`src/rtl/dataram_wr_arbiter.sv`:
```
// Write-slot admission for the data-RAM occupancy shift register: grants W/E/S/N/LF
// write requests that collide neither with booked slots nor with each other.

module dataram_wr_arbiter_starve #(
  parameter int STARVE_MAX = 7
) (
  input  logic clk,
  input  logic rst_n,
  input  logic i_vld,
  input  logic i_gnt,
  output logic o_starved
);
  logic [2:0] r_cnt;

  always_ff @(posedge clk or negedge rst_n) begin
    if (!rst_n)                         r_cnt <= '0;
    else if (!i_vld || i_gnt)           r_cnt <= '0;
    else if (r_cnt != 3'(STARVE_MAX))   r_cnt <= r_cnt + 3'd1;
  end

  assign o_starved = (r_cnt == 3'(STARVE_MAX));
endmodule

module dataram_wr_arbiter #(
  parameter int RAM_SHIFT_REG_WIDTH = 20,
  parameter int DLY_W      = 2,
  parameter int DLY_E      = 2,
  parameter int DLY_S      = 4,
  parameter int DLY_N      = 4,
  parameter int DLY_LF     = 1,
  parameter int STARVE_MAX = 7
) (
  input  logic       clk,
  input  logic       rst_n,
  input  logic       i_w_req_vld,
  input  logic       i_e_req_vld,
  input  logic       i_s_req_vld,
  input  logic       i_n_req_vld,
  input  logic       i_lf_req_vld,
  input  logic [2:0] i_w_req_ram_sel,
  input  logic [2:0] i_e_req_ram_sel,
  input  logic [2:0] i_s_req_ram_sel,
  input  logic [2:0] i_n_req_ram_sel,
  input  logic [2:0] i_lf_req_ram_sel,
  output logic       o_w_req_rdy,
  output logic       o_e_req_rdy,
  output logic       o_s_req_rdy,
  output logic       o_n_req_rdy,
  output logic       o_lf_req_rdy,
  input  logic [7:0][RAM_SHIFT_REG_WIDTH-1:0] i_ram_shift_reg,
  output logic       o_w_dataram_wr_vld,
  output logic       o_e_dataram_wr_vld,
  output logic       o_s_dataram_wr_vld,
  output logic       o_n_dataram_wr_vld,
  output logic       o_linefill_req_vld,
  output logic [2:0] o_w_wr_ram_sel,
  output logic [2:0] o_e_wr_ram_sel,
  output logic [2:0] o_s_wr_ram_sel,
  output logic [2:0] o_n_wr_ram_sel,
  output logic [2:0] o_lf_wr_ram_sel
);
  localparam int NUM_CH  = 5;   // 0..3 = W,E,S,N ; 4 = LF
  localparam int SW      = $clog2(RAM_SHIFT_REG_WIDTH);
  localparam int MAX_DLY = (DLY_W > DLY_E ? DLY_W : DLY_E) > (DLY_S > DLY_N ? DLY_S : DLY_N)
                         ? ((DLY_W > DLY_E ? DLY_W : DLY_E) > DLY_LF ? (DLY_W > DLY_E ? DLY_W : DLY_E) : DLY_LF)
                         : ((DLY_S > DLY_N ? DLY_S : DLY_N) > DLY_LF ? (DLY_S > DLY_N ? DLY_S : DLY_N) : DLY_LF);

  // Worst-case probe bit is max delay + block delay 8 + 1.
  if (MAX_DLY + 9 > RAM_SHIFT_REG_WIDTH - 1) begin : g_bad_param
    $error("dataram_wr_arbiter: occupancy vector too narrow for configured delays");
  end

  function automatic int f_dly(input int ch);
    case (ch)
      0:       return DLY_W;
      1:       return DLY_E;
      2:       return DLY_S;
      3:       return DLY_N;
      default: return DLY_LF;
    endcase
  endfunction

  function automatic logic f_clash(input logic [NUM_CH-1:0] gnt,
                                   input logic [NUM_CH-1:0][2:0] sel,
                                   input logic [NUM_CH-1:0][SW-1:0] slot,
                                   input logic [2:0] ch);
    logic hit;
    hit = 1'b0;
    for (int j = 0; j < NUM_CH; j++)
      if (gnt[j] && sel[j] == sel[ch] && slot[j] == slot[ch]) hit = 1'b1;
    return hit;
  endfunction

  logic [NUM_CH-1:0]          w_vld;
  logic [NUM_CH-1:0][2:0]     w_sel;
  logic [NUM_CH-1:0][SW-1:0]  w_slot;
  logic [NUM_CH-1:0]          w_occ;
  logic [NUM_CH-1:0]          w_gnt;
  logic [3:0]                 w_starved;
  logic [3:0][1:0]            w_rr_ch;
  logic [1:0]                 w_rr_nxt;
  logic [1:0]                 r_rr_ptr;

  assign w_vld = {i_lf_req_vld, i_n_req_vld, i_s_req_vld, i_e_req_vld, i_w_req_vld};
  assign w_sel = {i_lf_req_ram_sel, i_n_req_ram_sel, i_s_req_ram_sel,
                  i_e_req_ram_sel, i_w_req_ram_sel};

  // Probe slot+1: that bit lands in [slot] on the edge our reservation is written.
  for (genvar c = 0; c < NUM_CH; c++) begin : g_slot
    assign w_slot[c] = SW'(f_dly(c) + 8 - int'(w_sel[c][2:1]));
    assign w_occ[c]  = i_ram_shift_reg[w_sel[c]][w_slot[c] + SW'(1)];
  end

  for (genvar k = 0; k < 4; k++) begin : g_rr
    assign w_rr_ch[k] = r_rr_ptr + 2'(k);
  end

  dataram_wr_arbiter_starve #(.STARVE_MAX(STARVE_MAX)) u_starve [3:0] (
    .clk       (clk),
    .rst_n     (rst_n),
    .i_vld     (w_vld[3:0]),
    .i_gnt     (w_gnt[3:0]),
    .o_starved (w_starved)
  );

  // Priority walk: LF, then starved lanes W..N, then the rest in round-robin order.
  always_comb begin
    w_gnt = '0;
    if (rst_n) begin
      w_gnt[4] = w_vld[4] & ~w_occ[4];
      for (int k = 0; k < 4; k++)
        if (w_starved[k] && w_vld[k] && !w_occ[k] && !f_clash(w_gnt, w_sel, w_slot, 3'(k)))
          w_gnt[k] = 1'b1;
      for (int k = 0; k < 4; k++)
        if (!w_starved[w_rr_ch[k]] && w_vld[{1'b0, w_rr_ch[k]}] && !w_occ[{1'b0, w_rr_ch[k]}]
            && !f_clash(w_gnt, w_sel, w_slot, {1'b0, w_rr_ch[k]}))
          w_gnt[{1'b0, w_rr_ch[k]}] = 1'b1;
    end
  end

  // Descending walk leaves the first granted lane in round-robin order.
  always_comb begin
    w_rr_nxt = r_rr_ptr;
    for (int k = 3; k >= 0; k--)
      if (w_gnt[{1'b0, w_rr_ch[k]}]) w_rr_nxt = w_rr_ch[k] + 2'd1;
  end

  always_ff @(posedge clk or negedge rst_n) begin
    if (!rst_n) r_rr_ptr <= 2'd0;
    else        r_rr_ptr <= w_rr_nxt;
  end

  assign o_w_req_rdy        = w_gnt[0];
  assign o_e_req_rdy        = w_gnt[1];
  assign o_s_req_rdy        = w_gnt[2];
  assign o_n_req_rdy        = w_gnt[3];
  assign o_lf_req_rdy       = w_gnt[4];
  assign o_w_dataram_wr_vld = w_gnt[0];
  assign o_e_dataram_wr_vld = w_gnt[1];
  assign o_s_dataram_wr_vld = w_gnt[2];
  assign o_n_dataram_wr_vld = w_gnt[3];
  assign o_linefill_req_vld = w_gnt[4];
  assign o_w_wr_ram_sel     = i_w_req_ram_sel;
  assign o_e_wr_ram_sel     = i_e_req_ram_sel;
  assign o_s_wr_ram_sel     = i_s_req_ram_sel;
  assign o_n_wr_ram_sel     = i_n_req_ram_sel;
  assign o_lf_wr_ram_sel    = i_lf_req_ram_sel;
endmodule

```
`config.mk`:
```
export PLATFORM = sky130hd
export DESIGN_NAME = dataram_wr_arbiter
export DESIGN_NICKNAME = d
export VERILOG_FILES = /design/src/rtl/dataram_wr_arbiter.sv
export SDC_FILE = /design/constraint.sdc
export NUM_CORES = 1
export LEC_CHECK = 0
export CAP_MARGIN = 20
export CELL_PAD_IN_SITES_DETAIL_PLACEMENT = 1
export CELL_PAD_IN_SITES_GLOBAL_PLACEMENT = 2
export CORE_MARGIN = 5
export CORE_UTILIZATION = 30
export CTS_CLUSTER_DIAMETER = 100
export DETAILED_ROUTE_END_ITERATION = 16
export HOLD_SLACK_MARGIN = 0.1
export PLACE_DENSITY = 0.88
export SKIP_LAST_GASP = 1
export SYNTH_ARGS = -nofsm -noshare
export SYNTH_HDL_FRONTEND = slang
export SYNTH_HIERARCHICAL = 1
export SYNTH_SLANG_ARGS = --single-unit
```
`constraint.sdc`:
```
create_clock -name clk -period 12.4 [get_ports clk]
set_clock_uncertainty 0.2 [all_clocks]
set_input_delay 2.48 -clock clk [delete_from_list [all_inputs] [get_ports clk]]
set_output_delay 2.48 -clock clk [all_outputs]
set_load 0.02 [all_outputs]
```
==> impl_metrics.env <==
export IMPL_dpl_hpwl_um=21300
export IMPL_clock_sinks=14
export IMPL_synth_compound_area_share_pct=19.4
export IMPL_syn_inst=775
export IMPL_hold_path_depth=2
export IMPL_setup_tns_ns=0
export IMPL_min_period_ns=11.26
export IMPL_start_util_pct=30.5
export IMPL_cp_required_ns=9.72
export IMPL_p_leak_uw=0.00315
export IMPL_cts_setup_buffers=0
export IMPL_yosysUniqueCellTypes=86
export IMPL_stdcell_area_um2=8610
export IMPL_grt_pass1_vias=7451
export IMPL_ys_seq_area_share_pct=5.26
export IMPL_clk_pin_slew_ns=0.05
export IMPL_ys_ff_latch=14
export IMPL_synth_xor_area_share_pct=12.6
export IMPL_cts_htree_levels=1
export IMPL_cts_tree="done"
export IMPL_vias_per_cell=5.95
export IMPL_syn_area_per_cell_um2=8.60
export IMPL_row_count=54
export IMPL_crit_chain="clkdlybuf4s50_1 -> buf_4 -> inv_2 -> ha_1 -> buf_4 -> mux4_2 -> o22ai_1 -> o21ai_0 -> o221ai_2 -> nand3_2 -> or4_4 -> nor4b_2 -> a41oi_2 -> o211ai_1 -> o211a_1 -> or3_4 -> o31ai_2 -> and2_1 -> clkdlybuf4s50_1"
export IMPL_rsz0062_at_grt="no"
export IMPL_root_buffer="clkbuf_16"
export IMPL_place_area_um2=8470
export IMPL_core_area_um2=21800
export IMPL_grt_antenna_before_repair=0
export IMPL_layout_area_seq_um2=352
export IMPL_clockBufferDepth=2
export IMPL_slew_headroom_pct=34.4
export IMPL_place_gp_congestion=0.865
export IMPL_tightest_slew_ns=0.983
export IMPL_r2r_cells=20
export IMPL_post_route_period_util_pct=90.8
export IMPL_grt_total_usage_pct=20.1
export IMPL_antenna_left=0
export IMPL_drtIter0Drc=506
export IMPL_cts_buffers=3
export IMPL_fillers=2530
export IMPL_end_kind="output pin"
export IMPL_die_x_um=159
export IMPL_port_buffers=178
export IMPL_grt_overflow_total=0
export IMPL_finalSetupViolCount=0
export IMPL_min_from="u_starve[1]/r_cnt[2]"
export IMPL_drcViolationCount=0
export IMPL_irDropWorstVdd_uv=117
export IMPL_status="finished clean"
export IMPL_worstSetupStartpointType="input port"
export IMPL_max_cap_violations=0
export IMPL_synth_edf_count=0
export IMPL_area_growth_pct=29.3
export IMPL_r2r_start="r_rr_ptr[0]"
export IMPL_hold_path_class="flip-flop to flip-flop"
export IMPL_diodes=0
export IMPL_crit_family="buffers and inverters"
export IMPL_io_pins=207
export IMPL_crit_type="input port to output pin"
export IMPL_multi_input_area_um2=5750
export IMPL_fp_dieArea_um2=25300
export IMPL_yosys_area_share_adder_pct=4.51
export IMPL_post_cts_resize_count=0
export IMPL_wl_per_cell_um=22.8
export IMPL_drive_gt1_share_pct=14.3
export IMPL_slowest_stage="or4_4"
export IMPL_report_final_slew_viol_count=0
export IMPL_grt_pass1_wl_um=42300
export IMPL_synth_top_family_by_area="multiplexers"
export IMPL_final_net_count=1096
export IMPL_wl_um=26700
export IMPL_muxShareOfSynthArea_pct=33.3
export IMPL_fmax_mhz=88.8
export IMPL_rrSetupSlack_ns=5.35
export IMPL_min_to="u_starve[1]/r_cnt[2]"
export IMPL_worst_path_buf_inv=5
export IMPL_first_pass_iters=5
export IMPL_cp_arrival_ns=8.58
export IMPL_powerDensity_nw_per_um2=146
export IMPL_syn_area_um2=6660
export IMPL_hold_buffers=0
export IMPL_insertion_delay_ns=0.25
export IMPL_synth_async_reset_ratio_pct=100
export IMPL_grt_max_degree=52
export IMPL_reg2reg_to="r_rr_ptr[1]"
export IMPL_yosysWarnings=6
export IMPL_synth_nets=981
export IMPL_vias=6959
export IMPL_critPathMaxStageDelay_ns=0.63
export IMPL_worst_path_max_fanout=19
export IMPL_synthFlopType="dfrtp_1"
export IMPL_final_hold_viol_count=0
export IMPL_die_h_um=159
export IMPL_synthSimpleGateAreaFrac_pct=16.5
==> sequential cells by signal, indices dropped and copies added (netlist names) <==
name and count:
r_rr_ptr 2, u_starve/r_cnt 12
==> placed cells by master (no fill, tap or decap), types with 7 or more instances in the layout <==
cell and instances:
ha_1 24, mux4_2 56, xor2_1 24, clkdlybuf4s50_1 176
buf_4 22, nor4_1 8, nor2_1 52, mux2i_1 58
o221ai_1 10, mux2_2 21, xnor2_1 72, a21oi_1 24
nand2b_1 17, and2_1 9, nor2b_1 7, a221oi_1 8
nor3_1 15, o21ai_0 44, inv_1 19, nand3_1 22
nand2_1 52, dfrtp_1 13
==> per-stage QoR <==
step,worst slack [ns],instances,total power (uW),utilization (%),hold slack (ns)
final,1.14,1169,1260,39.5,0.327
after global routing,0.876,1169,1360,39.5,0.368
after CTS,1.19,1167,1250,39.2,0.336
after detailed placement,1.20,1163,1180,38.8,0.324
after global placement,1.30,1163,1150,38.8,0.311
after floorplan,2.62,775,895,-,0.293
==> routing by layer <==
metal / track usage [%] / wire (um) / share of wire [%]
met3: 3.37 / 1730 / 6.5
met1: 26.0 / 11200 / 42
met4: 4.50 / 575 / 2.2
met5: 0 / 0 / 0
met2: 35.3 / 13300 / 50
==> cells by family after synthesis <==
group	count (synthesis)
compound gates	170
xor+xnor	96
fa+ha+maj	24
buf+inv	114
flops	14
mux	142
simple gates	215
==> how the worst max path moves through the flow <==
stage / start / end / cells past startpoint
finish: i_s_req_ram_sel[1] / o_n_dataram_wr_vld / 19
global route: i_s_req_ram_sel[1] / o_e_req_rdy / 19
CTS: i_s_req_ram_sel[1] / o_n_req_rdy / 19
detailed placement: i_s_req_ram_sel[1] / o_e_dataram_wr_vld / 19
floorplan: i_n_req_ram_sel[2] / o_n_req_rdy / 19
global placement: i_s_req_ram_sel[1] / o_n_req_rdy / 19
==> tightest hold or removal path, delay by kind of cell, from the launching register on <==
| kind | cells | cell delay [ns] |
|---|---|---|
| simple gates | 1 | 0.07 |
| flops | 1 | 0.34 |
| mux | 1 | 0.07 |
==> synthesized netlist by cell type (5+ instances only) <==
master,count,area share (%)
inv_1,19,1.1
a21oi_1,24,1.8
buf_2,21,1.6
a31oi_1,5,0.47
dfrtp_1,14,5.3
nand2b_1,17,1.6
mux2_2,21,3.6
nor3_1,15,1.1
o211ai_1,6,0.68
nor2_1,52,2.9
ha_1,24,4.5
mux4_2,56,19
a221oi_1,8,1.1
a22oi_1,5,0.56
nand3_1,22,1.7
clkbuf_1,31,1.7
xnor2_1,72,9.5
buf_4,21,2.4
o21ai_0,44,3.3
nor4_1,8,0.75
nor2b_1,7,0.66
mux2i_1,58,8.7
and2_1,9,0.85
o22ai_1,6,0.56
o221ai_1,10,1.3
buf_1,15,0.85
xor2_1,24,3.2
nand2_1,52,2.9
nand4_1,6,0.56
o41ai_1,5,0.66
==> final cells by class <==
cell class | instances | area share (%)
clock buffer | 4 | 1.03
timing repair buffer | 202 | 23.1
multi-input combinational | 647 | 66.8
inverter | 22 | 0.959
sequential | 14 | 4.08
tap | 280 | 4.07
==> power breakdown <==
group	leakage [uW]	switching, uW	internal [uW]
clock	0.0000442	21.8	49.1
sequential	0.000182	9.77	64.3
combinational	0.00293	620	495
total	0.00315	651	609
Power figures use the tool's default switching activity.
